`src/rtl/cpu_pkg.sv`:
```
// Shared definitions for the 8-bit CPU core and its boot-time program loader.
package cpu_pkg;

    // Memory word width and default depth of the unified instruction/data memory.
    localparam int WORD_W            = 8;
    localparam int MEM_DEPTH_DEFAULT = 16;

    // Byte that opens every loader frame.
    localparam logic [WORD_W-1:0] HEADER_DEFAULT = 8'hA5;

    // Loader frame-parser states.
    typedef enum logic [2:0] {
        IDLE = 3'd0,
        LEN  = 3'd1,
        DATA = 3'd2,
        CSUM = 3'd3,
        RUN  = 3'd4
    } loader_state_t;

endpackage

```
`src/rtl/program_loader_idle_timer.sv`:
```
// Loadable down-counter that flags when a frame has stalled for TIMEOUT cycles.
module idle_timer #(
    parameter int TIMEOUT = 255
) (
    input  logic clk,
    input  logic reset_n,
    input  logic load_i,
    input  logic count_i,
    output logic expired_o
);

    logic [15:0] cnt_q;
    logic [15:0] cnt_d;

    // Reload on every accepted byte, otherwise count down while a frame is open.
    always_comb begin
        cnt_d = cnt_q;
        if (load_i) begin
            cnt_d = 16'(TIMEOUT);
        end else if (count_i && (cnt_q != 16'd0)) begin
            cnt_d = cnt_q - 16'd1;
        end
    end

    // Counter register.
    always_ff @(posedge clk or negedge reset_n) begin
        if (!reset_n) begin
            cnt_q <= 16'd0;
        end else begin
            cnt_q <= cnt_d;
        end
    end

    // At a count of one, the next idle cycle is the TIMEOUT-th one.
    assign expired_o = (cnt_q == 16'd1);

endmodule

```
`src/rtl/program_loader.sv`:
```
// Boot loader: parses framed host bytes, writes payload to CPU memory and
// releases the CPU from reset only after a verified checksum.
module program_loader
    import cpu_pkg::*;
#(
    parameter int                MEM_DEPTH = MEM_DEPTH_DEFAULT,
    parameter int                ADDR_W    = $clog2(MEM_DEPTH),
    parameter logic [WORD_W-1:0] HEADER    = HEADER_DEFAULT,
    parameter int                TIMEOUT   = 255
) (
    input  logic              clk,
    input  logic              reset_n,
    input  logic              in_valid,
    input  logic [WORD_W-1:0] in_data,
    output logic              in_ready,
    output logic              mem_we,
    output logic [ADDR_W-1:0] mem_addr,
    output logic [WORD_W-1:0] mem_wdata,
    output logic              cpu_hold,
    output logic              loaded,
    output logic              err_csum,
    output logic              err_len,
    output logic              err_timeout
);

    localparam logic [8:0] MAX_LEN = 9'(MEM_DEPTH);

    loader_state_t     state_q, state_d;
    logic [ADDR_W-1:0] addr_q, addr_d;
    logic [7:0]        sum_q, sum_d;
    logic [7:0]        remain_q, remain_d;
    logic              mem_we_q, mem_we_d;
    logic [ADDR_W-1:0] mem_addr_q, mem_addr_d;
    logic [WORD_W-1:0] mem_wdata_q, mem_wdata_d;
    logic              cpu_hold_q, loaded_q;
    logic              err_csum_q, err_csum_d;
    logic              err_len_q, err_len_d;
    logic              err_timeout_q, err_timeout_d;

    logic accept;
    logic timed;
    logic expired;
    logic timeout_hit;

    // No back-pressure: every offered byte is taken.
    assign accept = in_valid;
    assign timed  = (state_q == LEN) || (state_q == DATA) || (state_q == CSUM);

    idle_timer #(
        .TIMEOUT (TIMEOUT)
    ) u_idle_timer (
        .clk       (clk),
        .reset_n   (reset_n),
        .load_i    (accept),
        .count_i   (timed),
        .expired_o (expired)
    );

    assign timeout_hit = timed && !accept && expired;

    // Frame parser: next state, memory write request, counters and sticky errors.
    always_comb begin
        state_d       = state_q;
        addr_d        = addr_q;
        sum_d         = sum_q;
        remain_d      = remain_q;
        mem_we_d      = 1'b0;
        mem_addr_d    = mem_addr_q;
        mem_wdata_d   = mem_wdata_q;
        err_csum_d    = err_csum_q;
        err_len_d     = err_len_q;
        err_timeout_d = err_timeout_q;
        if (timeout_hit) begin
            err_timeout_d = 1'b1;
            state_d       = IDLE;
        end else if (accept) begin
            case (state_q)
                IDLE, RUN: begin
                    if (in_data == HEADER) begin
                        state_d       = LEN;
                        err_csum_d    = 1'b0;
                        err_len_d     = 1'b0;
                        err_timeout_d = 1'b0;
                    end
                end
                LEN: begin
                    if ((in_data == '0) || ({1'b0, in_data} > MAX_LEN)) begin
                        err_len_d = 1'b1;
                        state_d   = IDLE;
                    end else begin
                        remain_d = in_data;
                        addr_d   = '0;
                        sum_d    = 8'd0;
                        state_d  = DATA;
                    end
                end
                DATA: begin
                    mem_we_d    = 1'b1;
                    mem_addr_d  = addr_q;
                    mem_wdata_d = in_data;
                    addr_d      = addr_q + 1'b1;
                    sum_d       = sum_q + in_data;
                    remain_d    = remain_q - 8'd1;
                    if (remain_q == 8'd1) begin
                        state_d = CSUM;
                    end
                end
                CSUM: begin
                    if (in_data == sum_q) begin
                        state_d = RUN;
                    end else begin
                        err_csum_d = 1'b1;
                        state_d    = IDLE;
                    end
                end
                default: state_d = IDLE;
            endcase
        end
    end

    // State, counters and registered outputs; CPU held except in RUN.
    always_ff @(posedge clk or negedge reset_n) begin
        if (!reset_n) begin
            state_q       <= IDLE;
            addr_q        <= '0;
            sum_q         <= 8'd0;
            remain_q      <= 8'd0;
            mem_we_q      <= 1'b0;
            mem_addr_q    <= '0;
            mem_wdata_q   <= '0;
            cpu_hold_q    <= 1'b1;
            loaded_q      <= 1'b0;
            err_csum_q    <= 1'b0;
            err_len_q     <= 1'b0;
            err_timeout_q <= 1'b0;
        end else begin
            state_q       <= state_d;
            addr_q        <= addr_d;
            sum_q         <= sum_d;
            remain_q      <= remain_d;
            mem_we_q      <= mem_we_d;
            mem_addr_q    <= mem_addr_d;
            mem_wdata_q   <= mem_wdata_d;
            cpu_hold_q    <= (state_d != RUN);
            loaded_q      <= (state_d == RUN);
            err_csum_q    <= err_csum_d;
            err_len_q     <= err_len_d;
            err_timeout_q <= err_timeout_d;
        end
    end

    assign in_ready    = 1'b1;
    assign mem_we      = mem_we_q;
    assign mem_addr    = mem_addr_q;
    assign mem_wdata   = mem_wdata_q;
    assign cpu_hold    = cpu_hold_q;
    assign loaded      = loaded_q;
    assign err_csum    = err_csum_q;
    assign err_len     = err_len_q;
    assign err_timeout = err_timeout_q;

endmodule
```
`config.mk`:
```
export PLATFORM = sky130hd
export DESIGN_NAME = program_loader
export DESIGN_NICKNAME = d
export VERILOG_FILES = /design/src/rtl/cpu_pkg.sv /design/src/rtl/program_loader_idle_timer.sv /design/src/rtl/program_loader.sv
export SDC_FILE = /design/constraint.sdc
export NUM_CORES = 1
export LEC_CHECK = 0
export ABC_AREA = 1
export BUFFER_PORTS_ARGS = -buffer_cell sky130_fd_sc_hd__buf_2
export CAP_MARGIN = 40
export CORE_AREA = 4 4 84 86
export CTS_CLUSTER_DIAMETER = 50
export DETAILED_ROUTE_END_ITERATION = 6
export DIE_AREA = 0 0 88 90
export GPL_TIMING_DRIVEN = 0
export PLACE_DENSITY = 0.75
export SLEW_MARGIN = 15
export SYNTH_ARGS = -nofsm -noshare
export SYNTH_HDL_FRONTEND = slang
export SYNTH_SLANG_ARGS = --single-unit
```
`constraint.sdc`:
```
create_clock -name clk -period 1.5 [get_ports clk]
set_input_delay 0.075 -clock clk [delete_from_list [all_inputs] [get_ports clk]]
set_output_delay 0.075 -clock clk [all_outputs]
set_load 0.01 [all_outputs]
```
==> reports/results.txt <==
status -> finished with violations
failing checks -> negative setup slack
Num Clock Sinks -> 57
Port Buffers -> 28
Synth top area share -> 41.9%
clock group share of total power -> 19.0%
Tot GR Track Use -> 21.5%
CP Class -> register to register
syn_area_per_cell -> 7.77 µm²
Rows -> 29
aggregate routed wire length -> 8410 µm
Yosys top cell by area -> dfrtp_1
die width -> 88 µm
Sequential Power Share -> 35.9%
fin. max-slew vios -> 0
number of DRC markers in iteration 0 -> 207
startpoint types -> register
clk buf depth -> 2
wire per inst -> 14.7 µm
Syn-to-layout area delta -> 25.0%
Max Clock Skew -> 0.0205 ns
initial antenna violation count -> 0
Core Area -> 0.00628 mm²
Static Leak -> 0.00207 µW
Seq/Total Area, Yosys -> 42.7%
Final nets -> 515
Req. time, crit path -> 1.76 ns
Die H -> 90 µm
Worst slew margin -> 51.0%
P_int -> 3930 µW
cell area after placement -> 0.00359 mm²
NetSw -> 2680 µW
Max Clock Freq -> 0.640 GHz
fin crit period -> 1.56 ns
post-route cell area -> 0.00418 mm²
HP Class -> primary input to register
starting density of the core -> 53.2%
combinational cell fraction of total power -> 45.1%
CP Buf/Inv Count -> 2
HPWL Detailed -> 5450 µm
# H-tree levels -> 3
worst-skew pair later-pin latency -> 0.35 ns
Syn Inst Count -> 430
fin util -> 66.6%
I/O pins -> 30
Hold Vio Cnt, Final -> 0
mapped cell area -> 0.00334 mm²
cell family with most CP delay -> simple AND/OR/NAND/NOR gates
CTS clk-pin slew, worst paths -> 0.08 ns
routed vias/inst -> 5.35
number of max-cap violations -> 0
TritonCTS Buffers -> 9
Final GP Congestion -> 0.909
CTS root buf -> clkbuf_8
PD cells -> 1580 mW/mm²
switching part of the total -> 40.5%
post-route setup slack -> -0.0618 ns
Synth Warn # -> 0
setup violators final -> 13
vias in the first global route -> 2943
critical path, cell by cell -> nor2_4 > nand2_4 > nor2_4 > nand2_4 > nand2_8 > clkinv_8 > nor2_8 > inv_6 > o21ai_2
Crit Path Max Fanout -> 7
Vias -> 3060
Placed Cells -> 535
syn nets -> 454
Tightest Pin Transition -> 0.734 ns
Post-DRT Antenna Nets -> 0
Layout Cells excl Fill -> 572
total power -> 6610 µW
CTS tree -> yes
Max IR drop VDD -> 1150 µV
slowest CP cell -> dfrtp_1
Placement Setup Slack -> -0.126 ns
GRT Residual Overflow -> 0
share of cells above drive strength 1 -> 29.3%
Synth cell types -> 39
TritonRoute pass-1 iters -> 4
Inserted Diodes -> 0
Yosys reg bits -> 57
largest net degree at the start of global routing -> 58
DRC violations left -> 0
max incr delay on CP -> 0.45 ns
crit path DAT -> 1.82 ns
first-pass GRT wire length -> 13400 µm
largest cells by area after synthesis -> dfrtp_1 42%, nand2_1 15%, nand3_1 4.8%
Tcrit/Tclk final -> 104%
CP endpoint kind -> register
RSZ-0062 raised after global routing -> true
fillcell total -> 504
die area -> 0.00792 mm²
-- worst min-delay path, stage by stage --
cell,delay [ns]
buf_2,0.13
nand2_1,0.07
nand2_1,0.05
-- what timing repair did --
action                                  CTS  global route
hold buffers                              2             0
resized for setup                        16            41
gates cloned                              0             2
pin swaps                                 5            16
hold endpoints to repair                 57             0
endpoints found under the setup margin   31            34
buffers inserted                          5            13
-- area by class of cell --
type | count | area [µm²] | area share [%]
clock inverter | 4 | 20.0 | 0.479
sequential | 57 | 1430 | 34.2
clock buffer | 11 | 141 | 3.38
timing repair inverter | 1 | 8.76 | 0.210
multi-input combinational | 322 | 1910 | 45.6
tap | 77 | 96.3 | 2.31
inverter | 42 | 180 | 4.31
timing repair buffer | 49 | 339 | 8.11
buffer | 9 | 58.8 | 1.41
-- kinds of logic (layout without fill, tap and decap cells) --
logic type               after synthesis  in the layout  share of synthesized area, %
buffers and inverters                 51            116                          6.66
flip-flops                            57             57                          42.7
adder cells (fa/ha/maj)               13             13                          5.09
XOR/XNOR                              13             13                          3.41
other                                  1              1                         0.112
AND/OR/NAND/NOR                      247            247                          33.5
AO/OA/AOI/OAI                         48             48                          8.50
-- state kept, by name, indices dropped and copies added (netlist names) --
register / cells
cpu_hold: 1
mem_we: 1
err_len: 1
state_q: 3
mem_wdata: 8
remain_q: 8
err_timeout: 1
sum_q: 8
u_idle_timer.cnt_q: 16
err_csum: 1
loaded: 1
addr_q: 4
mem_addr: 4
-- worst paths after layout --
| check | startpoint | to | slack, ns | cells after the start |
|---|---|---|---|---|
| min reg2reg | mem_wdata[7]$_DFFE_PN0P_ | mem_wdata[7]$_DFFE_PN0P_ | 0.46 | 2 |
| max | u_idle_timer.cnt_q[3]$_DFFE_PN0P_ | u_idle_timer.cnt_q[11]$_DFFE_PN0P_ | -0.06 | 9 |
| min in group asynchronous | reset_n | u_idle_timer.cnt_q[10]$_DFFE_PN0P_ | 0.34 | 2 |
| max reg2reg | u_idle_timer.cnt_q[3]$_DFFE_PN0P_ | u_idle_timer.cnt_q[11]$_DFFE_PN0P_ | -0.06 | 9 |
| max in group asynchronous | reset_n | state_q[2]$_DFF_PN0_ | 0.62 | 2 |
| min | in_data[5] | mem_wdata[5]$_DFFE_PN0P_ | 0.02 | 3 |
-- power by group through the flow --
stage,registers [µW],clock network [µW],logic [µW]
floorplan,2400,0,1670
global placement,2350,0,2280
detailed placement,2370,0,2350
CTS,2360,1250,2510
global route,2440,1340,3350
finish,2370,1260,2980
-- synth_stat cells, drive strengths merged --
library cell    n
a21boi          1
a21o            2
a21oi          14
and2            1
buf             9
conb            1
dfrtp          56
dfstp           1
fa              1
ha             12
inv            42
nand2         141
nand3          35
nand3b          1
nand4           8
nor2           49
nor3            9
nor3b           1
o211ai          1
o21ai          30
or2             2
xnor2           3
xor2           10
-- placed cells by master (no fill, tap or decap), types with 5 or more instances in the layout --
master | netlist | layout
nand2_1 | 137 | 130
nor3_1 | 9 | 5
ha_4 | 0 | 5
nand3_1 | 32 | 27
dfrtp_1 | 56 | 55
inv_1 | 32 | 27
ha_1 | 12 | 5
a21oi_1 | 12 | 9
o21ai_2 | 7 | 8
nor2_4 | 5 | 6
inv_2 | 8 | 11
nand3_2 | 3 | 5
clkbuf_8 | 0 | 10
nor2_2 | 2 | 6
buf_4 | 2 | 19
nand2_2 | 2 | 6
o21ai_0 | 8 | 6
buf_2 | 5 | 32
nor2_1 | 41 | 36
nand4_1 | 8 | 8
o21ai_1 | 15 | 16
xor2_1 | 10 | 10
-- routing by layer --
layer  track usage, %  up-vias  part of all wire, %  wire length (µm)
li1                 -     1503                    -                 -
met1             29.4     1460                   46              3830
met2             32.6       80                   47              3960
met3             5.39       17                  5.0               418
met4             7.93        0                  2.3               197
met5                0        -                    0                 0
-- through the flow --
step	setup TNS, ns	hold slack (ns)
6_report	-0.532	0.0157
5_1_grt	-1.81	0.0423
4_1_cts	0	0.00831
3_5_place_dp	-2.18	0.189
3_3_place_gp	-1.52	0.329
2_1_floorplan	0	-0.221
Note: power is estimated with default switching activity, not from simulation.
